<file path="config.mk">
export PLATFORM = sky130hd
export DESIGN_NAME = regfile_writer
export DESIGN_NICKNAME = d
export VERILOG_FILES = /design/src/rtl/regfile_writer.sv
export SDC_FILE = /design/constraint.sdc
export NUM_CORES = 1
export LEC_CHECK = 0
export BUFFER_PORTS_ARGS = -buffer_cell sky130_fd_sc_hd__buf_4
export CORE_MARGIN = 2
export CORE_UTILIZATION = 45
export DETAILED_ROUTE_END_ITERATION = 6
export PLACE_DENSITY = 0.76
export SYNTH_ARGS = -nofsm -noshare
export SYNTH_HDL_FRONTEND = slang
export SYNTH_SLANG_ARGS = --single-unit
</file>
<file path="constraint.sdc">
create_clock -name clk -period 2.9 [get_ports clk]
set_input_delay 0.87 -clock clk [delete_from_list [all_inputs] [get_ports clk]]
set_output_delay 0.87 -clock clk [all_outputs]
set_load 0.005 [all_outputs]
</file>
<file path="src/rtl/regfile_writer.sv">
`default_nettype none
// ============================================================================
// Module   : regfile_writer
// Brief    : Register-file write-port arbiter merging ALU results with
//            FIFO-buffered MDU results, with starvation drain and busy query.
// Revision : 1.0 - initial release
// ============================================================================
module regfile_writer #(
    parameter int DEPTH    = 4,
    parameter int MAX_WAIT = 8
) (
    input  logic        clk,
    input  logic        rst,
    input  logic        alu_valid,
    input  logic [4:0]  alu_rd,
    input  logic [31:0] alu_data,
    output logic        stall_alu,
    input  logic        mdu_valid,
    output logic        mdu_ready,
    input  logic [4:0]  mdu_rd,
    input  logic [31:0] mdu_data,
    input  logic [4:0]  q_rs,
    input  logic [4:0]  q_rt,
    output logic        rs_busy,
    output logic        rt_busy,
    output logic [4:0]  rd,
    output logic [31:0] writedata,
    output logic        regwrite
);

    localparam int c_ptr_w  = $clog2(DEPTH);
    localparam int c_cnt_w  = c_ptr_w + 1;
    localparam int c_wait_w = $clog2(MAX_WAIT + 1);

    localparam logic [c_cnt_w-1:0]  c_full      = c_cnt_w'(DEPTH);
    localparam logic [c_wait_w-1:0] c_wait_last = c_wait_w'(MAX_WAIT - 1);

    localparam logic [0:0] c_st_normal = 1'b0;
    localparam logic [0:0] c_st_drain  = 1'b1;

    logic [4:0]          r_fifo_rd   [DEPTH];
    logic [31:0]         r_fifo_data [DEPTH];
    logic [DEPTH-1:0]    r_fifo_vld;
    logic [c_ptr_w-1:0]  r_wptr;
    logic [c_ptr_w-1:0]  r_rptr;
    logic [c_cnt_w-1:0]  r_count;
    logic [c_wait_w-1:0] r_wait_cnt;
    logic [0:0]          r_state;

    logic                w_empty;
    logic                w_push;
    logic                w_pop;
    logic                w_alu_win;
    logic                w_starve;
    logic                w_win;
    logic [4:0]          w_win_rd;
    logic [31:0]         w_win_data;
    logic [DEPTH-1:0]    w_rs_match;
    logic [DEPTH-1:0]    w_rt_match;

    assign w_empty   = (r_count == '0);
    assign mdu_ready = (r_count != c_full);
    assign stall_alu = (r_state == c_st_drain);

    // Destination-0 MDU results complete the handshake but never occupy a slot.
    assign w_push = mdu_valid && mdu_ready && (mdu_rd != 5'd0);

    always_comb begin
        w_alu_win = 1'b0;
        w_pop     = 1'b0;
        if (r_state == c_st_normal) begin
            if (alu_valid && (alu_rd != 5'd0)) begin
                w_alu_win = 1'b1;
            end else if (!w_empty) begin
                w_pop = 1'b1;
            end
        end else begin
            w_pop = !w_empty;
        end
    end

    assign w_starve   = (r_state == c_st_normal) && w_alu_win && !w_empty;
    assign w_win      = w_alu_win || w_pop;
    assign w_win_rd   = w_alu_win ? alu_rd   : r_fifo_rd[r_rptr];
    assign w_win_data = w_alu_win ? alu_data : r_fifo_data[r_rptr];

    // Payload storage needs no reset; occupancy is tracked by r_fifo_vld.
    always_ff @(posedge clk) begin
        if (w_push) begin
            r_fifo_rd[r_wptr]   <= mdu_rd;
            r_fifo_data[r_wptr] <= mdu_data;
        end
    end

    always_ff @(posedge clk or posedge rst) begin
        if (rst) begin
            r_wptr     <= '0;
            r_rptr     <= '0;
            r_count    <= '0;
            r_fifo_vld <= '0;
        end else begin
            if (w_push) begin
                r_wptr             <= r_wptr + 1'b1;
                r_fifo_vld[r_wptr] <= 1'b1;
            end
            if (w_pop) begin
                r_rptr             <= r_rptr + 1'b1;
                r_fifo_vld[r_rptr] <= 1'b0;
            end
            case ({w_push, w_pop})
                2'b10:   r_count <= r_count + 1'b1;
                2'b01:   r_count <= r_count - 1'b1;
                default: r_count <= r_count;
            endcase
        end
    end

    always_ff @(posedge clk or posedge rst) begin
        if (rst) begin
            r_wait_cnt <= '0;
            r_state    <= c_st_normal;
        end else begin
            if (w_empty || w_pop) begin
                r_wait_cnt <= '0;
            end else if (w_starve) begin
                r_wait_cnt <= r_wait_cnt + 1'b1;
            end

            case (r_state)
                c_st_normal: begin
                    if (w_starve && (r_wait_cnt == c_wait_last)) begin
                        r_state <= c_st_drain;
                    end
                end
                c_st_drain: begin
                    r_state <= c_st_normal;
                end
                default: begin
                    r_state <= c_st_normal;
                end
            endcase
        end
    end

    always_ff @(posedge clk or posedge rst) begin
        if (rst) begin
            rd        <= 5'd0;
            writedata <= 32'd0;
            regwrite  <= 1'b0;
        end else begin
            regwrite <= w_win;
            if (w_win) begin
                rd        <= w_win_rd;
                writedata <= w_win_data;
            end
        end
    end

    // Busy covers both buffered entries and the write sitting on the output port.
    genvar gi;
    generate
        for (gi = 0; gi < DEPTH; gi++) begin : g_match
            assign w_rs_match[gi] = r_fifo_vld[gi] && (r_fifo_rd[gi] == q_rs);
            assign w_rt_match[gi] = r_fifo_vld[gi] && (r_fifo_rd[gi] == q_rt);
        end
    endgenerate

    assign rs_busy = (q_rs != 5'd0) && ((|w_rs_match) || (regwrite && (rd == q_rs)));
    assign rt_busy = (q_rt != 5'd0) && ((|w_rt_match) || (regwrite && (rd == q_rt)));

endmodule
`default_nettype wire
</file>
# Word-level counts from Yosys, hierarchy flattened
# Memories as Yosys holds them, arrays and structs flattened.
# Index checks and enable logic that the tools add are counted.
[op_classes] eq_ne=14 mux=20 add_sub_neg=5 magnitude_cmp=4 n_bitwise=4 n_reduce_logical=34
[ops] operator="5-bit equality test" n=10
[ops] operator="32-bit two-way mux" n=1
[ops] operator="1-bit logical AND" n=20
[ops] operator="5-bit nonzero test" n=4
[ops] operator="4-bit two-way mux" n=4
[ops] operator="1-bit two-way mux" n=10
[ops] operator="4-bit OR reduction" n=2
[ops] operator="2-bit by 3-bit < comparator with 1-bit output (second input constant)" n=2
[ops] operator="3-bit case mux with 2 select lines" n=1
[ops] operator="5-bit two-way mux" n=1
[ops] operator="2-bit by 1-bit adder with 2-bit output (second input constant)" n=2
[ops] operator="4-bit by 1-bit adder with 4-bit output (second input constant)" n=1
[ops] operator="4-bit bitwise AND" n=1
[ops] operator="1-bit demux with 2-bit select" n=2
[ops] operator="4-bit by 3-bit equality test with 1-bit output (second input constant)" n=1
[ops] operator="2-bit by 1-bit >= comparator with 1-bit output (second input constant)" n=2
[ops] operator="1-bit logical OR" n=4
[ops] operator="4-bit NOT" n=1
[ops] operator="4-bit OR" n=1
[ops] operator="2-bit nonzero test" n=2
[ops] operator="3-bit by 1-bit adder with 3-bit output (second input constant)" n=1
[ops] operator="3-bit logical NOT" n=1
[ops] operator="3-bit inequality test (second input constant)" n=1
[ops] operator="3-bit by 1-bit subtractor with 3-bit output (second input constant)" n=1
[ops] operator="other kinds (5)" n=5
[word_totals] ram_bits=148 mem_count=2 elab_cells=92 ff_bits=54
[memory_table] memory="r_fifo_data" words=4 word_bits=32 rd=1 rd_clocked_by_memory_dff=0 wr=1 line="42" text="logic [31:0] r_fifo_data [DEPTH];"
[memory_table] memory="r_fifo_rd" words=4 word_bits=5 rd=5 rd_clocked_by_memory_dff=0 wr=1 line="41" text="logic [4:0] r_fifo_rd [DEPTH];"

# Longest topological paths before layout
[depth] depth_word=9 mapped_depth=9

# Least setup slack after synthesis
# OpenSTA, ideal clock, no wires.
[synth_timing] path_kind="input to register" startpoint="input port alu_rd[3]" endpoint="register r_count[1]" setup_time_ns=0.125 path_stages=7 path_buffers=0 slack_ns=-0.002 t_arrival_ns=2.777 path_cell_list="or4_4 -> o21ai_4 -> inv_2 -> nor2_8 -> ha_1 -> fa_1 -> mux2_2"
[synth_via] elab_chain_len=6
[synth_rtl] item="start: declaration" line="15" text="input logic [4:0] alu_rd,"
[synth_rtl] item="5-bit nonzero test *" line="72" text="if (alu_valid && (alu_rd != 5'd0)) begin"
[synth_rtl] item="1-bit logical AND *" line="72"
[synth_rtl] item="1-bit two-way mux *" line="72"
[synth_rtl] item="1-bit two-way mux *" line="71" text="if (r_state == c_st_normal) begin"
[synth_rtl] item="via w_pop" line="52" text="logic w_pop;"
[synth_rtl] item="2-bit by 1-bit equality test with 1-bit output or 2-bit equality test (tied branches)" line="110" text="case ({w_push, w_pop})"
[synth_rtl] item="3-bit case mux with 2 select lines or 2-bit nonzero test (tied branches)"
[synth_rtl] item="end signal: assignment" line="111" text="2'b10: r_count <= r_count + 1'b1;"
[synth_rtl] item="end signal: assignment" line="112" text="2'b01: r_count <= r_count - 1'b1;"
[synth_rtl] item="end signal: assignment" line="113" text="default: r_count <= r_count;"
[synth_rtl] item="end: declaration" line="46" text="logic [c_cnt_w-1:0] r_count;"
# The timed path passes the listed nets; every way through them passes the cells marked *.
# A chain may end at the register's enable or synchronous reset.

# Worst setup path after layout
[layout_timing] startpoint="input port q_rt[1]" endpoint="output port rt_busy"
[layout_via] elab_chain_len=5
[layout_rtl] item="start: declaration" line="23" text="input logic [4:0] q_rt,"
[layout_rtl] item="5-bit equality test" line="164" text="assign w_rt_match[gi] = r_fifo_vld[gi] && (r_fifo_rd[gi] == q_rt);"
[layout_rtl] item="1-bit logical AND" line="164"
[layout_rtl] item="4-bit OR reduction" line="169" text="assign rt_busy = (q_rt != 5'd0) && ((|w_rt_match) || (regwrite && (rd == q_rt)));"
[layout_rtl] item="1-bit logical OR" line="169"
[layout_rtl] item="1-bit logical AND *" line="169"
[layout_rtl] item="end: declaration" line="25" text="output logic rt_busy,"
# Mark *: on every way between the ends. The rest lies on a longest branch, timed or not.

==> results.txt <==
Sequential share of power - 0.442
Setup CP Type - input pin to output pin
Max Cap Viol - 0
Status - finished clean
Layout Skew - 0.0296 ns
Drt pass-1 iters - 6
Final Max Slew Viols - 0
Arrival time worst endpoint - 2.01 ns
Number of H-tree levels - 1
Total CTS buffers - 22
WHS - 0.421 ns
Worst Max-Slew Pin Slew - 0.565 ns
Clock-pin slew on the worst setup and hold paths - 0.06 ns
Number of hold violations in the final report - 0
Setup WS post-layout - 0.0196 ns
Congestion Overflow GR - 0
Final non-filler cell total - 941
Required time worst endpoint - 2.03 ns
Final Setup Violations - 0
Routed vias - 5029
Detailed-route wire length per cell - 20.8 um
Fraction of layout cells with a size suffix above 1 - 0.342
GRT Total Usage - 0.197
P_int - 7.00 mW
HP Class - input pin to async pin
Post-synthesis sequential area ratio - 0.683
Die Span X - 141 um
Port Buffers - 129
CTS tree - yes
Core area - 0.0186 sq mm
Die height - 141 um
Leakage - 4.11 nW
Worst reg-to-reg setup slack - 0.82 ns
Post-Route WL - 19600 um
Reg2Reg Depth - 9
VDD IR-drop max - 0.521 mV
Commonest non-fill, non-tap cell in the layout - edfxtp_1
Final setup TNS - 0 ns
R2R Path Start - r_count[0]
Clock period minus worst slack - 2.88 ns
# rows - 50
Clock power share - 0.279
Pin count of the biggest net entering global routing - 55
Final Net Count - 790
Post-synthesis cell count - 549
Setup WS pre-CTS - -0.0100 ns
NetSw - 2.94 mW
I/O pin total - 130
Power density cells - 937 mW/mm^2
Drt drc - 0
Synth Register Bits - 202
FF-to-FF End - r_count[2]
Critical Path Source - q_rt[1]
Worst Setup EP - rt_busy
Yosys warning count - 0
Mapped Nets - 648
Initial Utilization - 0.457
Initial antenna violation count - 0
Max FO, Critical Path - 6
Combinational Power Share - 0.279
Vias per std cell - 5.34
HPWL after DPL - 13100 um
Worst Setup Start Kind - input pin
Slew Limit Headroom - 0.623
Area Overhead vs Synth - 25.0%
Placed cells - 901
Post-synth cell types - 38
Root buf cell - clkbuf_16
Synth Cell Area - 0.00848 sq mm
Placer Congestion - 0.824
Antenna fix cells - 0
Switching part of the total - 0.296
Fmax achieved - 347 MHz
Die area - 0.0200 sq mm
Worst-Skew Late Latency - 0.51 ns
Util after Layout - 0.571
Highest-count cells in the layout ignoring fill and taps - edfxtp_1 (148), buf_4 (143), nand2_1 (73)
CTS Hold Bufs - 0
CTS Sinks - 202
Final Cycle Share - 0.993
Clock buffer depth - 3
Endpoint class of the critical path - output pin
Vias in the first global route - 5285
First-pass GRT wire length - 30000 um
Synth Area per Inst - 15.5 sq um
Drt initial violations - 293
Antenna viol nets, final - 0
==> timing repair <==
item | 4_1_cts | 5_1_grt
hold endpoints to repair | 0 | 0
resized for setup | 0 | 13
pin swaps | 3 | 14
setup buffers | 0 | 1
endpoints found under the setup margin | 1 | 2
==> Yosys cell counts <==
master     number  share of area
o21ai_1         4         0.0024
o21ai_4         1         0.0019
o22a_1          2         0.0021
o32ai_1         1         0.0010
nor2_8          1         0.0024
and2b_1         1        0.00089
or2_1           1        0.00074
a21oi_1         1        0.00059
o21ai_0         2         0.0012
nand2_1        73          0.032
clkbuf_1       19         0.0084
and2_1          4         0.0029
nand2_2         1        0.00074
nor4_1         10         0.0074
inv_1           8         0.0035
a2bb2oi_1       4         0.0041
or4_1           3         0.0027
ha_1           10          0.015
nor2_1         38          0.017
buf_2           8         0.0047
dfrtp_1        54           0.16
or4_4           1         0.0013
o211a_1         1         0.0012
buf_1           3         0.0013
buf_6           1         0.0013
nor3_1          1        0.00059
nor3_2          1         0.0012
xor2_1         42          0.043
xnor2_1        15          0.015
mux4_2         37          0.098
mux2_2          1         0.0013
inv_2           1        0.00044
mux2_1          1         0.0013
mux2i_1         4         0.0047
nand3_1        13         0.0077
edfxtp_1      148           0.52
a31oi_1        32          0.024
fa_1            1         0.0024
==> sequential cells by signal, indices dropped and copies added, names as in the netlist <==
name	count
stall_alu	1
r_fifo_rd	20
r_wait_cnt	4
r_rptr	2
r_count	3
writedata	32
r_fifo_data	128
rd	5
regwrite	1
r_fifo_vld	4
r_wptr	2
==> critical path: stages <==
cell	delay [ns]
buf_4	0.16
xor2_1	0.16
nor4_2	0.32
nand3_1	0.11
nand2_1	0.12
o22a_1	0.16
buf_4	0.10
==> worst min-delay path by stage <==
stage	to	slack, ns	depth (start not counted)
2_1_floorplan	stall_alu	0.43	1
6_report	writedata[8]	0.42	3
3_3_place_gp	r_wait_cnt[0]	0.44	1
5_1_grt	writedata[8]	0.43	3
4_1_cts	writedata[8]	0.43	3
3_5_place_dp	r_wait_cnt[0]	0.46	1
==> per-stage QoR <==
step                area, sq um  total power [mW]
floorplan                  8490              6.01
global placement           9800              7.08
detailed placement         9800              7.22
CTS                       10500              9.99
global route              10600              10.4
finish                    10600              9.94
==> logic make-up after synthesis <==
family | Yosys count | share of synthesized area
fa+ha+maj | 11 | 0.0171
mux | 43 | 0.106
simple gates | 148 | 0.0776
xor+xnor | 57 | 0.0588
compound gates | 48 | 0.0380
buf+inv | 40 | 0.0198
flops | 202 | 0.683
==> routing by layer <==
metal / GRT usage / vias to the layer above / wire, um
li1: - / 2324 / -
met1: 0.268 / 2521 / 8440
met2: 0.332 / 154 / 9790
met3: 0.0327 / 30 / 978
met4: 0.0526 / 0 / 399
met5: 0 / - / 0
==> power by group through the flow <==
stage,registers [mW],logic (mW),clock network [mW]
2_1_floorplan,4.26,1.75,0
3_3_place_gp,4.40,2.68,0
3_5_place_dp,4.44,2.78,0
4_1_cts,4.39,2.79,2.82
5_1_grt,4.46,3.03,2.94
6_report,4.39,2.77,2.77
==> area by class of cell <==
class / count / area, sq um
clock buffers: 32 / 651
clock inverters: 8 / 83.8
fillers: 1438 / 7980
inverters: 9 / 36.3
multi-input cells: 307 / 2570
flip-flops and latches: 202 / 5800
well taps: 234 / 293
repair buffers: 149 / 1170
Power figures use the tool's default switching activity.
